**config.mk**
```make
export PLATFORM = sky130hd
export DESIGN_NAME = minimips_control_flat
export DESIGN_NICKNAME = d
export VERILOG_FILES = /design/src/rtl/minimips_control_pkg.sv /design/src/rtl/minimips_control_if.sv /design/src/rtl/minimips_control_decode.sv /design/src/rtl/minimips_control.sv /design/src/flat_wrapper.sv
export SDC_FILE = /design/constraint.sdc
export NUM_CORES = 1
export LEC_CHECK = 0
export BUFFER_PORTS_ARGS = -buffer_cell sky130_fd_sc_hd__buf_2
export CAP_MARGIN = 40
export CORE_AREA = 2 2 39 41
export DETAILED_ROUTE_END_ITERATION = 10
export DIE_AREA = 0 0 41 43
export PLACE_DENSITY = 0.68
export SLEW_MARGIN = 20
export SYNTH_ARGS = -nofsm -noshare
export SYNTH_HDL_FRONTEND = slang
export SYNTH_SLANG_ARGS = --single-unit
```
**constraint.sdc**
```tcl
create_clock -name clk -period 0.8 [get_ports clk]
set_input_delay 0.16 -clock clk [delete_from_list [all_inputs] [get_ports clk]]
set_output_delay 0.16 -clock clk [all_outputs]
set_load 0.02 [all_outputs]
```
**src/rtl/minimips_control_pkg.sv**
```systemverilog
// -----------------------------------------------------------------------------
// minimips_pkg
// Shared definitions for the MiniMIPS main control decoder. It holds the opcode
// and ALUOp encodings and the packed control-word struct that the decoder
// produces and the top level registers.
// -----------------------------------------------------------------------------
package minimips_pkg;

  localparam int OPC_W   = 4;
  localparam int ALUOP_W = 3;

  // Opcode encodings
  localparam logic [OPC_W-1:0] OP_RTYPE = 4'b0000;
  localparam logic [OPC_W-1:0] OP_ADDI  = 4'b0001;
  localparam logic [OPC_W-1:0] OP_ANDI  = 4'b0010;
  localparam logic [OPC_W-1:0] OP_ORI   = 4'b0011;
  localparam logic [OPC_W-1:0] OP_NORI  = 4'b0100;
  localparam logic [OPC_W-1:0] OP_BEQ   = 4'b0101;
  localparam logic [OPC_W-1:0] OP_BNE   = 4'b0110;
  localparam logic [OPC_W-1:0] OP_SLTI  = 4'b0111;
  localparam logic [OPC_W-1:0] OP_LW    = 4'b1000;
  localparam logic [OPC_W-1:0] OP_SW    = 4'b1001;

  // ALU operation classes consumed by ALU control
  localparam logic [ALUOP_W-1:0] ALUOP_FUNCT = 3'b000;
  localparam logic [ALUOP_W-1:0] ALUOP_ADD   = 3'b001;
  localparam logic [ALUOP_W-1:0] ALUOP_AND   = 3'b010;
  localparam logic [ALUOP_W-1:0] ALUOP_OR    = 3'b011;
  localparam logic [ALUOP_W-1:0] ALUOP_NOR   = 3'b100;
  localparam logic [ALUOP_W-1:0] ALUOP_SUB   = 3'b101;
  localparam logic [ALUOP_W-1:0] ALUOP_SLT   = 3'b110;
  localparam logic [ALUOP_W-1:0] ALUOP_SUBNE = 3'b111;

  // Full control word. The all-zero value is the reset state.
  typedef struct packed {
    logic               reg_dst;
    logic               alu_src;
    logic               mem_to_reg;
    logic               reg_write;
    logic               mem_read;
    logic               mem_write;
    logic               branch;
    logic [ALUOP_W-1:0] alu_op;
    logic               illegal;
  } ctrl_t;

endpackage

```
**src/rtl/minimips_control_if.sv**
```systemverilog
// -----------------------------------------------------------------------------
// minimips_control_if
// Bundles the decode request (en, Opcode) and the registered control strobes.
//   master : drives en/Opcode, observes the control outputs (fetch/decode side)
//   slave  : the control decoder itself
// -----------------------------------------------------------------------------
interface minimips_control_if;
  import minimips_pkg::*;

  logic               en;
  logic [OPC_W-1:0]   Opcode;
  logic               RegDst;
  logic               ALUSrc;
  logic               MemtoReg;
  logic               RegWrite;
  logic               MemRead;
  logic               MemWrite;
  logic               Branch;
  logic [ALUOP_W-1:0] ALUOp;
  logic               Illegal;

  modport master (
    output en, Opcode,
    input  RegDst, ALUSrc, MemtoReg, RegWrite, MemRead, MemWrite, Branch,
           ALUOp, Illegal
  );

  modport slave (
    input  en, Opcode,
    output RegDst, ALUSrc, MemtoReg, RegWrite, MemRead, MemWrite, Branch,
           ALUOp, Illegal
  );

endinterface

```
**src/rtl/minimips_control_decode.sv**
```systemverilog
// -----------------------------------------------------------------------------
// minimips_ctrl_decode
// Purely combinational opcode-to-control-word decoder.
//   opcode_i : instruction opcode field
//   ctrl_o   : decoded strobes, ALUOp class and illegal flag
// Any opcode outside the table (including X/Z) falls to the default arm, which
// yields a safe NOP with the illegal flag raised.
// -----------------------------------------------------------------------------
module minimips_ctrl_decode
  import minimips_pkg::*;
(
  input  logic [OPC_W-1:0] opcode_i,
  output ctrl_t            ctrl_o
);

  always_comb begin
    ctrl_o = '0;
    case (opcode_i)
      OP_RTYPE: begin
        ctrl_o.reg_dst   = 1'b1;
        ctrl_o.reg_write = 1'b1;
        ctrl_o.alu_op    = ALUOP_FUNCT;
      end
      OP_ADDI: begin
        ctrl_o.alu_src   = 1'b1;
        ctrl_o.reg_write = 1'b1;
        ctrl_o.alu_op    = ALUOP_ADD;
      end
      OP_ANDI: begin
        ctrl_o.alu_src   = 1'b1;
        ctrl_o.reg_write = 1'b1;
        ctrl_o.alu_op    = ALUOP_AND;
      end
      OP_ORI: begin
        ctrl_o.alu_src   = 1'b1;
        ctrl_o.reg_write = 1'b1;
        ctrl_o.alu_op    = ALUOP_OR;
      end
      OP_NORI: begin
        ctrl_o.alu_src   = 1'b1;
        ctrl_o.reg_write = 1'b1;
        ctrl_o.alu_op    = ALUOP_NOR;
      end
      OP_BEQ: begin
        ctrl_o.branch    = 1'b1;
        ctrl_o.alu_op    = ALUOP_SUB;
      end
      OP_BNE: begin
        ctrl_o.branch    = 1'b1;
        ctrl_o.alu_op    = ALUOP_SUBNE;
      end
      OP_SLTI: begin
        ctrl_o.alu_src   = 1'b1;
        ctrl_o.reg_write = 1'b1;
        ctrl_o.alu_op    = ALUOP_SLT;
      end
      OP_LW: begin
        ctrl_o.alu_src    = 1'b1;
        ctrl_o.mem_to_reg = 1'b1;
        ctrl_o.reg_write  = 1'b1;
        ctrl_o.mem_read   = 1'b1;
        ctrl_o.alu_op     = ALUOP_ADD;
      end
      OP_SW: begin
        ctrl_o.alu_src   = 1'b1;
        ctrl_o.mem_write = 1'b1;
        ctrl_o.alu_op    = ALUOP_ADD;
      end
      default: begin
        ctrl_o.illegal = 1'b1;
      end
    endcase
  end

endmodule

```
**src/rtl/minimips_control.sv**
```systemverilog
// -----------------------------------------------------------------------------
// minimips_control
// MiniMIPS main control unit: decodes the opcode and registers the resulting
// control word with one clock of latency.
//   clk   : system clock, rising edge
//   rst_n : asynchronous active-low reset; clears every output
//   ctrl  : slave side of minimips_control_if (en, Opcode in; RegDst, ALUSrc,
//           MemtoReg, RegWrite, MemRead, MemWrite, Branch, ALUOp, Illegal out)
// With en low the register holds, stalling the control word in place.
// -----------------------------------------------------------------------------
module minimips_control
  import minimips_pkg::*;
(
  input  logic                clk,
  input  logic                rst_n,
  minimips_control_if.slave   ctrl
);

  ctrl_t ctrl_d;
  ctrl_t ctrl_q;

  minimips_ctrl_decode u_decode (
    .opcode_i (ctrl.Opcode),
    .ctrl_o   (ctrl_d)
  );

  always_ff @(posedge clk or negedge rst_n) begin
    if (!rst_n) begin
      ctrl_q <= '0;
    end else if (ctrl.en) begin
      ctrl_q <= ctrl_d;
    end
  end

  assign ctrl.RegDst   = ctrl_q.reg_dst;
  assign ctrl.ALUSrc   = ctrl_q.alu_src;
  assign ctrl.MemtoReg = ctrl_q.mem_to_reg;
  assign ctrl.RegWrite = ctrl_q.reg_write;
  assign ctrl.MemRead  = ctrl_q.mem_read;
  assign ctrl.MemWrite = ctrl_q.mem_write;
  assign ctrl.Branch   = ctrl_q.branch;
  assign ctrl.ALUOp    = ctrl_q.alu_op;
  assign ctrl.Illegal  = ctrl_q.illegal;

endmodule

```
**src/flat_wrapper.sv**
```systemverilog
// flat-port wrapper written by rule: the top's interface ports become plain ports
module minimips_control_flat import minimips_pkg::*;
  (clk, rst_n, ctrl_en, ctrl_Opcode, ctrl_RegDst, ctrl_ALUSrc, ctrl_MemtoReg, ctrl_RegWrite, ctrl_MemRead, ctrl_MemWrite, ctrl_Branch, ctrl_ALUOp, ctrl_Illegal);
  minimips_control_if ctrl_i ();
  input  logic clk;
  input  logic rst_n;
  input wire logic [$bits(ctrl_i.en)-1:0] ctrl_en;
  input wire logic [$bits(ctrl_i.Opcode)-1:0] ctrl_Opcode;
  output wire logic [$bits(ctrl_i.RegDst)-1:0] ctrl_RegDst;
  output wire logic [$bits(ctrl_i.ALUSrc)-1:0] ctrl_ALUSrc;
  output wire logic [$bits(ctrl_i.MemtoReg)-1:0] ctrl_MemtoReg;
  output wire logic [$bits(ctrl_i.RegWrite)-1:0] ctrl_RegWrite;
  output wire logic [$bits(ctrl_i.MemRead)-1:0] ctrl_MemRead;
  output wire logic [$bits(ctrl_i.MemWrite)-1:0] ctrl_MemWrite;
  output wire logic [$bits(ctrl_i.Branch)-1:0] ctrl_Branch;
  output wire logic [$bits(ctrl_i.ALUOp)-1:0] ctrl_ALUOp;
  output wire logic [$bits(ctrl_i.Illegal)-1:0] ctrl_Illegal;
  assign ctrl_i.en = ctrl_en;
  assign ctrl_i.Opcode = ctrl_Opcode;
  assign ctrl_RegDst = ctrl_i.RegDst;
  assign ctrl_ALUSrc = ctrl_i.ALUSrc;
  assign ctrl_MemtoReg = ctrl_i.MemtoReg;
  assign ctrl_RegWrite = ctrl_i.RegWrite;
  assign ctrl_MemRead = ctrl_i.MemRead;
  assign ctrl_MemWrite = ctrl_i.MemWrite;
  assign ctrl_Branch = ctrl_i.Branch;
  assign ctrl_ALUOp = ctrl_i.ALUOp;
  assign ctrl_Illegal = ctrl_i.Illegal;
  minimips_control u_core (.clk(clk), .rst_n(rst_n), .ctrl(ctrl_i));
endmodule
```
After elaboration in Yosys (flattened, before gate mapping)
Cells that the tools add are included.
Word-level totals
  register bits after elaboration: 10
Operators by class
  equality and inequality tests: 9
  muxes and demuxes: 8
  reduce and logical (&&, ||, !) cells: 6
Operators with widths (number)
  case mux 3 bit (7 select lines): 1
  == test 4 x 3 -> 1 bit, second input constant: 4
  OR reduction 7 bit: 2
  OR reduction 10 bit: 1
  == test 4 x 2 -> 1 bit, second input constant: 2
  == test 4 bit, second input constant: 2
  2-to-1 mux 1 bit: 7
  == test 4 x 1 -> 1 bit, second input constant: 1
  zero test 4 bit: 1
  OR reduction 3 bit: 1
  OR reduction 2 bit: 1

Longest topological paths before layout
  depth after elaboration: 3
  gate-level depth with buffers: 4
  gate-level depth less buffers: 3

Cells and area by module
From an unflattened synthesis, not the netlist that was laid out.
Second synthesis, totals
  cell total of the unflattened synthesis: 45
  area, all modules: 621.8 sq um
By module, submodules not included
  minimips_control: instances 1, cells an instance 23, area an instance 447.9 sq um, sequential area each 275.3 sq um
  minimips_ctrl_decode: instances 1, cells an instance 22, area an instance 173.9 sq um, sequential area each 0.0 sq um

Least setup slack after synthesis
OpenSTA, ideal clock, no wires.
  path kind: input to register
  from: input ctrl_Opcode[1]
  to: register u_core.ctrl_q (netlist bit u_core.ctrl.ALUSrc)
  setup time: 0.136 ns
  arrival time: 0.848 ns
  path slack: -0.184 ns
  stages on the path: 4
  cells stage by stage: buf_2 -> or4_4 -> nand2_1 -> a21oi_1
Between the ends
  cells in the longest elaborated chain, start to end: 3
RTL lines
  start, declared: RTL line flat_wrapper.sv:8  | input wire logic [$bits(ctrl_i.Opcode)-1:0] ctrl_Opcode;
  == test 4 bit (tied with other cells): RTL line minimips_control_decode.sv:18  | case (opcode_i)
  OR reduction 7 bit (no line) (*)
  2-to-1 mux 1 bit (*): RTL line minimips_control_decode.sv:18
  end signal, assigned: RTL line minimips_control.sv:31  | ctrl_q <= ctrl_d;
  end, declared: RTL line minimips_control.sv:20  | ctrl_t ctrl_q;
Every way passes the cells marked *; elsewhere a longest branch is shown, timed or not.
A chain may end at the register's enable or synchronous reset.

Worst setup path after layout
  from: register u_core.ctrl_q (netlist bit u_core.ctrl.MemtoReg)
  to: output ctrl_MemtoReg
RTL lines
  end, declared: RTL line flat_wrapper.sv:11  | output wire logic [$bits(ctrl_i.MemtoReg)-1:0] ctrl_MemtoReg;
No word-level cell between the ends.

==> reports/results.ini <==
[status]
status=complete, but fails checks
violations=negative setup slack

[placed_design]
post-place-ws_ns=-0.274
port_buffers=17
dpl_cell_area_um2=643
gp_congestion=0.770
post-dp-hpwl_um=769
place_inst=90

[hold_path]
holdCritStartpoint=ctrl_Opcode[0]
hold_depth=3
hold_end=u_core.ctrl.RegDst$_DFFE_PN0P_
hold_class=input port to register

[logic_synthesis]
synthCells=53
synth-seq-cells=10
syn-cell-area_um2=499
ys_seq_area_share_pct=50.1
syn_nets=60
yosys_warnings=0
syn_area_per_cell_um2=9.42
ys_types=23

[clock_tree]
cts.sinks=10
cts_root_buf=clkbuf_4
clk_latency_ns=0.26
cts_tree=yes
clkTransAtPathRegs_ns=0.06
ctsHtreeMaxLevel=1
clockBufferDepth=2
numCtsBuffers=3

[finish]
drive_above_1_share_pct=45.1
layout.nets=91
instances_no_fill=98
fin_area_um2=782
area_delta_synth_final_pct=56.6
num-fill-cells=123
final_core_util_pct=56.5
multi_input_area_um2=218
regArea_um2=250
mostFrequentLayoutCells=buf_4 (11), buf_6 (10), dfrtp_1 (10)
n_antenna_cell=0
layout_commonest_cell=buf_4

[global_route]
grtUsageTotal_pct=16.3
grt_overflow=0
antenna_found_initial=0
grt_start_max_net_pins=11
grt_pass1_wl_um=1820
grt_pass1_vias=432

[sta]
finClkSkew_ns=0
hold-worst-slack_ns=0.199
worst_slew_pin_slew_ns=0.220
fin_setup_tns_ns=-1.73
relSlewSlack_pct=85.2
drv_slew=0
max_freq_ghz=1.02
setup-violations-final=11
setup_ws_ns=-0.181
rsz0062_at_grt=true
finalHoldViolCount=0
fin_crit_ns=0.981
finalCritPeriodShare_pct=123

[setup_path]
cp_max_fo=3
start_kind=register
critPathTopFamily=flip-flops
ff2ff_setup_slack_ns=0.02
r2r_end=u_core.ctrl.ALUSrc$_DFFE_PN0P_
slowest_stage=dfrtp_1
end_kind=primary output
arrival_ns=0.82
path_buf_inv=1
cpPeakStageDelay_ns=0.39
r2r_start=u_core.ctrl.ALUSrc$_DFFE_PN0P_
crit_chain=buf_2
r2r_cells=2
worstPathRequired_ns=0.64
timing_worst_setup_path_type=register to primary output

[power]
total_leakage_power_nw=0.390
power.total_mw=1.28
powerDensity_nw_per_um2=1630
peakVddDrop_v=0.000771

[detailed_routing]
wl_per_cell_um=11.2
antenna_left=0
wl_um=1100
initialDrtViolationCount=9
first_pass_iters=4
drc_errors=0
vias=471
avgViaCountPerCell=4.81

[floorplan]
die_area_um2=1760
coreArea_um2=1380
fp.dieW_um=41
initial_core_util_pct=36.1
row_count=14
die_h_um=43
num_io_pins=18

[job]
drv_cap=0

[flip-flops by register name, indices dropped and copies added (netlist names)]
register / flops
u_core.ctrl.ALUOp: 3
u_core.ctrl.ALUSrc: 1
u_core.ctrl.Branch: 1
u_core.ctrl.Illegal: 1
u_core.ctrl.MemWrite: 1
u_core.ctrl.MemtoReg: 1
u_core.ctrl.RegDst: 1
u_core.ctrl.RegWrite: 1
[how the worst max path moves through the flow]
stage                                      from                              to  slack (ns)  depth (start not counted)
6_report       u_core.ctrl.MemtoReg$_DFFE_PN0P_                   ctrl_MemtoReg       -0.18                          1
5_1_grt        u_core.ctrl.MemtoReg$_DFFE_PN0P_                    ctrl_MemRead       -0.21                          1
4_1_cts        u_core.ctrl.MemtoReg$_DFFE_PN0P_                    ctrl_MemRead       -0.19                          1
3_5_place_dp                     ctrl_Opcode[0]  u_core.ctrl.ALUSrc$_DFFE_PN0P_       -0.27                          5
3_3_place_gp                     ctrl_Opcode[3]  u_core.ctrl.RegDst$_DFFE_PN0P_       -0.25                          3
2_1_floorplan                    ctrl_Opcode[1]  u_core.ctrl.ALUSrc$_DFFE_PN0P_       -0.13                          4
[metal layers]
metal | wire, um | global-route usage, % | share of wire [%]
met5 | 0 | 0 | 0
met4 | 48 | 14.0 | 4.4
met3 | 57 | 4.71 | 5.2
met2 | 471 | 20.9 | 43
met1 | 520 | 21.2 | 47
[report_power, final]
| part | internal, mW | switching (mW) | leakage [nW] | total, mW |
|---|---|---|---|---|
| Clock | 0.174 | 0.165 | 0.0138 | 0.339 |
| Sequential | 0.547 | 0.0330 | 0.127 | 0.580 |
| Combinational | 0.189 | 0.169 | 0.249 | 0.357 |
| Total | 0.910 | 0.367 | 0.390 | 1.28 |
[logic make-up after synthesis]
| kind of cell | count (synthesis) | share of synthesized area, % |
|---|---|---|
| and+or+nand+nor | 16 | 18.5 |
| DFF | 10 | 50.1 |
| xor gates and xnor gates | 1 | 1.75 |
| AOI/OAI and AO/OA | 13 | 15.3 |
| muxes | 2 | 4.76 |
| buffers and inverters | 11 | 9.52 |
[cell usage after synthesis]
master,n,area (um^2)
a21oi_1,1,5.00
inv_1,7,26.3
buf_2,2,10.0
o22ai_1,2,12.5
dfrtp_1,10,250
o21ai_1,1,5.00
nand3_1,2,10.0
o21bai_1,1,7.51
nand2_1,2,7.51
nor2b_1,2,12.5
nand2b_1,2,12.5
nand3b_1,2,15.0
and3b_1,1,8.76
nor2_1,4,15.0
a31oi_1,2,12.5
buf_4,1,7.51
xnor2_1,1,8.76
or4_4,1,11.3
mux2i_1,1,10.0
mux2i_2,1,13.8
o21ai_0,5,25.0
clkbuf_1,1,3.75
a211o_1,1,8.76
[cell type report]
cell class | instances | area share (%)
sequential | 10 | 32.0
timing repair buffer | 30 | 31.4
multi-input combinational | 32 | 27.8
inverter | 7 | 3.36
clock buffer | 3 | 2.88
tap | 16 | 2.56
[tightest hold or removal path, delay by kind of cell]
kind,cells,cell delay [ns]
buffers and inverters,1,0.09
multiplexers,1,0.05
AND/OR/NAND/NOR,1,0.12
[what timing repair did]
action,CTS,global route
gates resized for setup,18,4
endpoints found under the setup margin,11,13
hold buffers,1,0
cloned,0,0
buffers inserted,2,2
hold endpoints to repair,10,0
(Power assumes the default switching activity.)
